<file path="config.mk">
export PLATFORM = sky130hd
export DESIGN_NAME = stage_sequencer
export DESIGN_NICKNAME = d
export VERILOG_FILES = /design/src/rtl/stage_sequencer.sv
export SDC_FILE = /design/constraint.sdc
export NUM_CORES = 1
export LEC_CHECK = 0
export CAP_MARGIN = 15
export CELL_PAD_IN_SITES_DETAIL_PLACEMENT = 1
export CELL_PAD_IN_SITES_GLOBAL_PLACEMENT = 1
export CORE_MARGIN = 2
export CORE_UTILIZATION = 30
export CTS_CLUSTER_DIAMETER = 200
export DETAILED_ROUTE_END_ITERATION = 10
export DONT_BUFFER_PORTS = 1
export PLACE_DENSITY = 0.55
export SYNTH_ARGS = -nofsm -noshare
export SYNTH_HDL_FRONTEND = slang
export SYNTH_SLANG_ARGS = --single-unit
</file>
<file path="constraint.sdc">
create_clock -name i_clk -period 5 [get_ports i_clk]
set_input_delay 0.75 -clock i_clk [delete_from_list [all_inputs] [get_ports i_clk]]
set_output_delay 0.75 -clock i_clk [all_outputs]
set_load 0.01 [all_outputs]
</file>
<file path="src/rtl/stage_sequencer.sv">
// Multi-cycle IF/ID/EX/MEM/WB stage sequencer driving main_control's 3-bit stage code.
// Registered stage output; retire/illegal_op are Mealy pulses decoded from the current stage.
module stage_sequencer #(
  parameter int CNT_W       = 16,
  parameter int MEM_TIMEOUT = 15
) (
  input  logic             i_clk,
  input  logic             i_rst,
  input  logic [5:0]       i_op,
  input  logic             i_mem_ready,
  input  logic             i_halt_req,
  output logic [2:0]       o_stage,
  output logic             o_retire,
  output logic             o_illegal_op,
  output logic             o_mem_timeout,
  output logic             o_halted,
  output logic [CNT_W-1:0] o_instr_count
);

  typedef enum logic [2:0] {
    S_IDLE = 3'b000,
    S_IF   = 3'b001,
    S_ID   = 3'b010,
    S_EX   = 3'b011,
    S_MEM  = 3'b100,
    S_WB   = 3'b101
  } state_t;

  typedef enum logic [1:0] {
    C_ALU,
    C_LOAD,
    C_STORE,
    C_BRANCH
  } class_t;

  localparam logic [7:0] LP_WAIT_LAST = 8'(MEM_TIMEOUT - 1);

  state_t           r_state;
  state_t           w_state_nxt;
  logic [5:0]       r_op_q;
  logic [7:0]       r_wait;
  logic [7:0]       w_wait_nxt;
  logic             r_mem_timeout;
  logic             r_halted;
  logic [CNT_W-1:0] r_instr_count;
  logic             w_retire;
  logic             w_illegal;
  logic             w_abort;
  logic             w_boundary;
  logic             w_latch_op;
  class_t           w_class;

  function automatic logic f_legal(input logic [5:0] op);
    // 001100 is the only hole in the 000000..010000 range
    return (op <= 6'd11) || ((op >= 6'd13) && (op <= 6'd16));
  endfunction

  function automatic class_t f_class(input logic [5:0] op);
    if (op <= 6'd4)                                    return C_ALU;
    else if (op == 6'd5 || op == 6'd6 || op == 6'd16)  return C_LOAD;
    else if (op == 6'd7 || (op >= 6'd13 && op <= 6'd15)) return C_STORE;
    else                                               return C_BRANCH;
  endfunction

  assign w_class = f_class(r_op_q);

  always_comb begin
    w_state_nxt = r_state;
    w_wait_nxt  = 8'd0;
    w_retire    = 1'b0;
    w_illegal   = 1'b0;
    w_abort     = 1'b0;
    w_boundary  = 1'b0;
    w_latch_op  = 1'b0;
    case (r_state)
      S_IDLE: w_boundary = 1'b1;
      S_IF:   w_state_nxt = S_ID;
      S_ID: begin
        if (f_legal(i_op)) begin
          w_state_nxt = S_EX;
          w_latch_op  = 1'b1;
        end else begin
          w_illegal  = 1'b1;
          w_boundary = 1'b1;
        end
      end
      S_EX: begin
        case (w_class)
          C_ALU:   w_state_nxt = S_WB;
          C_LOAD:  w_state_nxt = S_MEM;
          C_STORE: w_state_nxt = S_MEM;
          default: begin
            w_retire   = 1'b1;
            w_boundary = 1'b1;
          end
        endcase
      end
      S_MEM: begin
        // mem_ready takes priority over an expiring wait budget
        if (i_mem_ready) begin
          if (w_class == C_LOAD) begin
            w_state_nxt = S_WB;
          end else begin
            w_retire   = 1'b1;
            w_boundary = 1'b1;
          end
        end else if (r_wait == LP_WAIT_LAST) begin
          w_abort    = 1'b1;
          w_boundary = 1'b1;
        end else begin
          w_wait_nxt = r_wait + 8'd1;
        end
      end
      S_WB: begin
        w_retire   = 1'b1;
        w_boundary = 1'b1;
      end
      default: w_state_nxt = S_IDLE;
    endcase
    if (w_boundary) begin
      w_state_nxt = i_halt_req ? S_IDLE : S_IF;
    end
  end

  always_ff @(posedge i_clk or posedge i_rst) begin
    if (i_rst) begin
      r_state       <= S_IDLE;
      r_op_q        <= 6'd0;
      r_wait        <= 8'd0;
      r_mem_timeout <= 1'b0;
      r_halted      <= 1'b0;
      r_instr_count <= '0;
    end else begin
      r_state  <= w_state_nxt;
      r_wait   <= w_wait_nxt;
      r_halted <= w_boundary && i_halt_req;
      if (w_latch_op) begin
        r_op_q <= i_op;
      end
      if (w_abort) begin
        r_mem_timeout <= 1'b1;
      end
      if (w_retire) begin
        r_instr_count <= r_instr_count + CNT_W'(1);
      end
    end
  end

  assign o_stage       = r_state;
  assign o_retire      = w_retire;
  assign o_illegal_op  = w_illegal;
  assign o_mem_timeout = r_mem_timeout;
  assign o_halted      = r_halted;
  assign o_instr_count = r_instr_count;

endmodule
</file>
; Word-level counts from Yosys, hierarchy flattened
; Cells that the tools add are included.
[totals]
regBits = 35
in_bits = 10
out_inout_bits = 23
wordCells = 70
[op_classes]
n_addsub = 2
order_cmp = 6
eq_ne = 17
mux = 26
n_reduce_logical = 13
[ops]
columns = cell, count
row1 = 8-bit two-way mux, 3
row2 = 6-bit by 3-bit equality test with 1-bit output (second input constant), 3
row3 = 16-bit by 1-bit adder with 16-bit output (second input constant), 1
row4 = 3-bit case mux with 5 select lines, 1
row5 = 1-bit two-way mux, 13
row6 = 6-bit by 4-bit greater-or-equal comparator with 1-bit output (second input constant), 2
row7 = 6-bit by 4-bit <= comparator with 1-bit output (second input constant), 2
row8 = 3-bit two-way mux, 4
row9 = 3-bit inequality test (second input constant), 3
row10 = 8-bit by 1-bit adder with 8-bit output (second input constant), 1
row11 = 8-bit by 4-bit equality test with 1-bit output (second input constant), 1
row12 = 3-bit by 2-bit equality test with 1-bit output (second input constant), 2
row13 = 3-bit equality test (second input constant), 2
row14 = 6-bit by 5-bit equality test with 1-bit output (second input constant), 1
row15 = 6-bit by 3-bit <= comparator with 1-bit output (second input constant), 1
row16 = 6-bit by 5-bit <= comparator with 1-bit output (second input constant), 1
row17 = 3-bit case mux with 2 select lines, 1
row18 = 5-bit AND reduction, 1
row19 = 1-bit logical OR, 4
row20 = 2-bit two-way mux, 2
row21 = 4-bit inequality test (second input constant), 1
row22 = 1-bit case mux with 4 select lines, 1
row23 = 2-bit OR reduction, 2
row24 = 3-bit by 1-bit equality test with 1-bit output (second input constant), 1
row25 = 8 further kinds, 10

; Depth between registers and ports, before layout
; Gate-level depths: netlist of the first run.
[logic_depth]
depth_word = 12
depth_mapped = 10

; Least setup slack after synthesis of the first run
; No wires, ideal clock.
[synth_timing]
path_type = register -> output
from = reg r_op_q[3]
to = out o_retire
t_arrival_ns = 1.982
setup_slack_ns = 2.268
stages_incl_launch_ff = 10
path_cell_list = dfrtp_1 inv_1 nand2_1 mux2_2 o221ai_1 ha_1 nor2b_1 o21bai_1 clkbuf_1 nand2_1
[synth_via]
elab_chain_len = 10
word_cells_on_any_way = 22
classes_between = order compare: 3 / eq/ne: 6 / mux: 7 / reduce/logical: 6
[synth_lines]
columns = element, line_no
row1 = from (decl), 40  ; logic [5:0] r_op_q;
row2 = from (signal assigned), 138  ; r_op_q <= i_op;
row3 = 6-bit by 4-bit greater-or-equal comparator with 1-bit output / 6-bit by 4-bit <= comparator with 1-bit output (equally long branches), 61  ; else if (op == 6'd7 || (op >= 6'd13 && op <= 6'd15)) return C_STORE;
row4 = 1-bit logical AND, 61
row5 = 1-bit logical OR, 61
row6 = 1-bit two-way mux, 61
row7 = 2-bit two-way mux, 60  ; else if (op == 6'd5 || op == 6'd6 || op == 6'd16) return C_LOAD;
row8 = 2-bit two-way mux (*), 59  ; if (op <= 6'd4) return C_ALU;
row9 = 2-bit by 1-bit equality test with 1-bit output (tied with other cells), "88, 101"
row10 = 3-bit OR reduction (no line) / 1-bit two-way mux (equally long branches), -
row11 = 1-bit two-way mux (on tied branches), "88, 100"
row12 = 1-bit case mux with 3 select lines (*), 75  ; case (r_state)
row13 = to (decl), 13  ; output logic o_retire,
; Every way passes the cells marked *; elsewhere a longest branch is shown, timed or not.

; Worst setup path in the final report of the first run
; Same ends and word-level chain as after synthesis.

==> results of run 1 <==
## final timing paths
kind,startpoint,endpoint,slack (ns)
worst max-delay path,r_op_q[3],o_retire,1.73
worst min-delay path,i_rst,r_wait[4],0.45
worst max register to register,r_op_q[3],o_instr_count[13],2.17
worst min register to register,r_wait[0],r_wait[0],0.52
max in group asynchronous,i_rst,o_instr_count[7],4.22
min in group i_clk,r_wait[0],r_wait[0],0.52
## state kept, by name (all words and copies together), names as in the netlist
signal,count
r_op_q,6
o_stage,3
o_halted,1
r_wait,8
o_instr_count,16
o_mem_timeout,1
## metal layers
layer  vias to the layer above  wire length [um]  global-route usage [%]
li1                        633                 -                       -
met1                       669              1840                    15.4
met2                        25              2160                    22.6
met3                         5               237                    4.67
met4                         0                47                    3.13
met5                         -                 0                       0
## area by class of cell
| class | instances | area, um^2 | area share (%) |
|---|---|---|---|
| clock buffer | 8 | 100 | 4.91 |
| sequential | 35 | 876 | 42.9 |
| tap | 75 | 93.8 | 4.60 |
| multi-input combinational | 125 | 925 | 45.3 |
| timing repair buffer | 2 | 15.0 | 0.736 |
| inverter | 8 | 30.0 | 1.47 |
## placed cells by master, fill, tap and decap left out, types with 4 or more instances in the layout
cell type / n
a211oi_1: 8
clkbuf_8: 7
a2111oi_0: 5
nand4_1: 6
ha_1: 6
xor2_1: 19
a21oi_1: 7
nor2_1: 9
nand2_1: 13
inv_1: 8
nand2b_1: 4
mux2_4: 5
dfrtp_1: 35
nand3_1: 6
## through the flow
stage               setup slack, ns  cells  power, mW  util [%]
floorplan                      2.27    173      0.874         -
global placement               2.23    245      0.967      32.6
detailed placement             2.07    245      0.993      32.6
CTS                            1.74    253       1.23      34.2
global route                   1.58    253       1.31      34.2
finish                         1.73    253       1.21      34.2
## power groups by stage
stage | clock network (mW) | registers [mW] | logic, mW
after CTS | 0.234 | 0.559 | 0.432
after floorplan | 0 | 0.503 | 0.371
after detailed placement | 0 | 0.563 | 0.430
final | 0.226 | 0.556 | 0.427
after global routing | 0.245 | 0.577 | 0.490
after global placement | 0 | 0.554 | 0.413
## cells by family (layout without fill, tap and decap cells)
logic type / Yosys count / in the layout / share of synthesized area, %
adder cells (fa/ha/maj): 6 / 6 / 4.03
AND/OR/NAND/NOR: 58 / 58 / 16.8
AO/OA/AOI/OAI: 32 / 32 / 13.2
XOR/XNOR: 21 / 21 / 9.87
multiplexers: 8 / 8 / 5.77
flip-flops: 35 / 35 / 47.0
buffers and inverters: 13 / 18 / 3.42
==> metrics.md, run 1 <==
| Metric | Value |
|---|---|
| Core footprint | `5960 um^2` |
| Library cells used by synthesis | `42` |
| Slowest CP cell | `nand3_1` |
| Reg clk slew, reported paths | `0.07 ns` |
| Routability Congestion | `0.807` |
| Post-Syn Nets | `189` |
| Dpl hpwl | `3110 um` |
| PD cells | `593 nW/um^2` |
| GRT overflow | `0` |
| DRT Pass-1 Iters | `4` |
| H-tree levels | `2` |
| Fillers | `689` |
| Final setup violation count | `0` |
| Switch Pwr | `0.512 mW` |
| Vias in the first global route | `1501` |
| Total wire length | `4290 um` |
| Post-synth top area cell | `dfrtp_1` |
| Chip Width | `82.8 um` |
| Via density | `5.26` |
| Slew Limit Fails | `0` |
| Yosys warning count | `0` |
| CP startpoint kind | `register` |
| WP data required | `4.25 ns` |
| Max Cap Violations | `0` |
| Cts hold-fix bufs | `0` |
| Worst Tran Pin Value | `0.572 ns` |
| Largest net degree at the start of global routing | `36` |
| Pleak | `0.844 nW` |
| Largest stage delay, worst path | `0.45 ns` |
| Antenna violations before repair | `0` |
| CTS Root Cell | `clkbuf_8` |
| CP Max Fanout | `15` |
| Resize count post-CTS | `0` |
| RSZ-0062 raised after global routing | `no` |
| Syn-to-layout area delta | `9.40%` |
| Final period util | `65.4%` |
| IO Pins | `33` |
| TritonCTS clock tree | `done` |
| Seq/Total Area, Yosys | `47.0%` |
| CTS Buffer Depth | `2` |
| Design Area, Final | `2040 um^2` |
| Mapped Area | `1860 um^2` |
| Share of post-route cells with drive strength above 1 | `10.1%` |
| Placement Cell Area | `1940 um^2` |
| Diode count | `0` |
| Top_reg_cell synth | `dfrtp_1` |
| Final worst path period need | `3.27 ns` |
| Hold slack | `0.447 ns` |
| Int Pwr | `0.697 mW` |
| First-pass GRT wire length | `7370 um` |
| DRC | `0` |
| Final hold violation count | `0` |
| Ys async rst share | `100%` |
| Postcts setup bufs | `0` |
| Part of the power in registers | `46.0%` |
| Clock skew | `0.00404 ns` |
| Worst path cell trace | `inv_1 > nand2_1 > mux2_2 > o221ai_1 > ha_1 > nand3_1 > nand2_1` |
| Top-count cell post-synth | `dfrtp_1` |
| Number of synthesized register bits | `35` |
| Crit. path cell count | `7` |
| HP Class | `in -> async` |
| Die Y | `82.8 um` |
| Standard-cell rows | `28` |
| Avg Inst Size Synth | `10.8 um^2` |
| Clock sink total | `35` |
| Clock group share of total power | `18.7%` |
| WP buf/inv | `1` |
| Initial Util | `31.3%` |
| Cts bufs inserted | `5` |
| Sw frac | `42.3%` |
| Yosys top cell area share | `47.0%` |
| Net count, final | `193` |
| Maximum VDD drop | `251 uV` |
| TNS Setup | `0 ns` |
| Gr usage total | `13.0%` |
| Fmax | `306 MHz` |
| Port-buffer cells | `0` |
| CP delay by family, top | `simple AND/OR/NAND/NOR gates` |
| Die area | `6860 um^2` |
| Skew-Pair Late Insertion Delay | `0.28 ns` |
| Critical path arrival | `2.52 ns` |
| Post-Syn Instances | `173` |
| WL per Instance | `16.9 um` |
| Routed Antenna Nets | `0` |
| Vias | `1332` |
| Post-synth EDFFs | `0` |
| Cell mode on critical path | `nand2_1` |
| Status | `finished, final reports clean` |
| Crit path kind | `reg -> out` |
| Most frequent cells after synthesis | `35 x dfrtp_1, 19 x xor2_1, 13 x nand2_1` |
| Combinational share of power | `35.3%` |
| CP Capture Type | `output port` |
| Reg2Reg Depth | `8` |
| Relative max-transition margin | `60.9%` |
| Detailed Route Iter0 Violations | `41` |
| Top cells by area, synth | `dfrtp_1 47%, xor2_1 8.9%, ha_1 4.0%` |
Note: power is estimated with default switching activity, not from simulation.
==> inputs of run 2 (changes only) <==
clock period = 3.2 ns   (was 5 ns; I/O delays follow)
==> run 2 against run 1 <==
Sequential cell count did not move. Worst hold slack worse by 0.27 ns. Clock-buffer cell count down 1. Via count is 0.45% higher. Combinational power up 58%. Critical path depth did not move. Critical endpoint unchanged. Largest cell class unchanged.
==> metrics.md, run 2 (synthesis results as in run 1) <==
| Metric | Value |
|---|---|
| Antenna violations before repair | `0 (unchanged)` |
| RR Endpoint | `o_instr_count[10] (was o_instr_count[13])` |
| CTS Root Cell | `clkbuf_8 (unchanged)` |
| R2r setup slk | `0.42 ns (was 2.17 ns)` |
| Fmax | `342 MHz` |
| Clock sink total | `35 (unchanged)` |
| Commonest non-fill, non-tap cell in the layout | `dfrtp_1 (unchanged)` |
| DRT Pass-1 Iters | `4 (unchanged)` |
| CP startpoint kind | `register (unchanged)` |
| Skew-Pair Late Insertion Delay | `0.29 ns (was 0.28 ns)` |
| Chip Width | `82.8 um (unchanged)` |
| Die Y | `82.8 um (unchanged)` |
| Detailed Route Iter0 Violations | `49 (was 41)` |
| Gr usage total | `13.1% (was 13.0%)` |
| Net count, final | `193 (unchanged)` |
| Fillers | `689 (unchanged)` |
| TritonCTS clock tree | `done (unchanged)` |
| Design Area, Final | `2020 um^2 (was 2040 um^2)` |
| Flip-flop count of the largest register after layout | `16 (unchanged)` |
| Standard-cell rows | `28 (unchanged)` |
| Via density | `5.29 (was 5.26)` |
| PD cells | `912 nW/um^2 (was 593 nW/um^2)` |
| H-tree levels | `2 (unchanged)` |
| Routability Congestion | `0.740 (was 0.807)` |
| Crit path kind | `reg -> out (unchanged)` |
| Worst Tran Pin Value | `0.588 ns (was 0.572 ns)` |
| Critical path arrival | `2.45 ns (was 2.52 ns)` |
| Core footprint | `5960 um^2 (unchanged)` |
| IO Pins | `33 (unchanged)` |
| Dpl hpwl | `3130 um (was 3110 um)` |
| Final hold violation count | `0 (unchanged)` |
| Maximum VDD drop | `319 uV (was 251 uV)` |
| Reg2Reg Depth | `8 (unchanged)` |
| Reg clk slew, reported paths | `0.07 ns (about the same)` |
| Vias | `1338 (was 1332)` |
| Clock skew | `0.00538 ns (was 0.00404 ns)` |
| Dpl ws | `0.431 ns (was 2.07 ns)` |
| Postcts setup bufs | `0 (unchanged)` |
| Syn-to-layout area delta | `8.59% (was 9.40%)` |
| CP endpoint | `o_retire (unchanged)` |
| Status | `finished, final reports clean (unchanged)` |
| Diode count | `0 (unchanged)` |
| WP data required | `2.72 ns (was 4.25 ns)` |
| Vias in the first global route | `1463 (was 1501)` |
| Design Power | `1.85 mW (was 1.21 mW)` |
| HP Class | `in -> async (unchanged)` |
| TNS Setup | `0 ns (unchanged)` |
| Area taken by multi-input logic gates | `928 um^2 (was 925 um^2)` |
| Final period util | `91.5%` |
| RSZ-0062 raised after global routing | `no (unchanged)` |
| Share of post-route cells with drive strength above 1 | `10.1% (unchanged)` |
| Largest net degree at the start of global routing | `36 (unchanged)` |
| Register Area | `876 um^2 (unchanged)` |
| GRT overflow | `0 (unchanged)` |
| CP Max Fanout | `15 (unchanged)` |
| First-pass GRT wire length | `7310 um (was 7370 um)` |
| Port-buffer cells | `0 (unchanged)` |
| Commonest non-fill, non-tap cells in the layout | `35 x dfrtp_1, 19 x xor2_1, 13 x nand2_1, 9 x nor2_1 (unchanged)` |
| Die area | `6860 um^2 (unchanged)` |
| Routed Antenna Nets | `0 (unchanged)` |
| Final setup violation count | `0 (unchanged)` |
| Placement Cell Area | `1940 um^2 (unchanged)` |
| WL per Instance | `16.8 um (was 16.9 um)` |
| Worst Setup SP | `r_op_q[3] (unchanged)` |
| Final worst path period need | `2.93 ns` |
| Cts bufs inserted | `5 (unchanged)` |
| Initial Util | `31.3% (unchanged)` |
| Relative max-transition margin | `59.8% (was 60.9%)` |
| CP Capture Type | `output port (unchanged)` |
| Pleak | `0.832 nW (was 0.844 nW)` |
| DRC | `0 (unchanged)` |
| CTS Buffer Depth | `2 (unchanged)` |
| Total wire length | `4250 um (was 4290 um)` |
| Setup ws final | `0.273 ns (was 1.73 ns)` |
| Max Cap Violations | `0 (unchanged)` |
| Slew Limit Fails | `0 (unchanged)` |
| Reg2reg start | `r_op_q[3] (unchanged)` |
==> run 2: metal layers <==
| metal | vias up | global-route usage [%] | wire (um) |
|---|---|---|---|
| li1 | 634 | - | - |
| met1 | 666 | 15.9 | 1870 |
| met2 | 32 | 22.0 | 2090 |
| met3 | 6 | 4.17 | 229 |
| met4 | 0 | 4.47 | 61 |
| met5 | - | 0 | 0 |
==> run 2: layout make-up <==
type                            instances  share of cell area (%)
Inverter                                8                    1.48
Sequential cell                        35                    43.3
Clock buffer                            7                    3.77
Clock inverter                          1                   0.247
Tap cell                               75                    4.64
Multi-Input combinational cell        125                    45.9
Timing Repair Buffer                    2                   0.742
==> run 2: report_power, final <==
group | internal [mW] | switching (mW)
Clock | 0.153 | 0.157
Sequential | 0.585 | 0.279
Combinational | 0.309 | 0.365
Total | 1.05 | 0.800
==> run 2: how the worst min path moves through the flow <==
| stage | slack (ns) | from | depth (start not counted) | endpoint |
|---|---|---|---|---|
| after floorplan | 0.47 | r_wait[0] | 1 | r_wait[0] |
| after CTS | 0.19 | i_rst | 2 | r_wait[4] |
| after detailed placement | 0.50 | r_op_q[5] | 1 | r_op_q[5] |
| after global placement | 0.50 | i_rst | 2 | r_wait[5] |
| final | 0.17 | i_rst | 2 | r_wait[4] |
| after global routing | 0.21 | i_rst | 2 | r_wait[4] |
==> run 2: metrics by stage <==
stage / hold WS, ns / util, % / instances
after CTS: 0.192 / 33.9 / 253
after global placement: 0.501 / 32.6 / 245
after detailed placement: 0.501 / 32.6 / 245
final: 0.172 / 34.0 / 253
after global routing: 0.205 / 34.0 / 253
after floorplan: 0.469 / - / 173
==> run 2: worst max-delay path, stage by stage (launching register included) <==
cell	delay (ns)
dfrtp_1	0.41
inv_1	0.09
nand2_1	0.09
mux2_2	0.29
o221ai_1	0.24
ha_1	0.24
nand3_1	0.43
nand2_1	0.37
==> run 2: repair_timing <==
item | 4_1_cts | 5_1_grt
setup endpoints to repair | 0 | 1
hold buffers | 0 | 0
gates resized for setup | 0 | 1
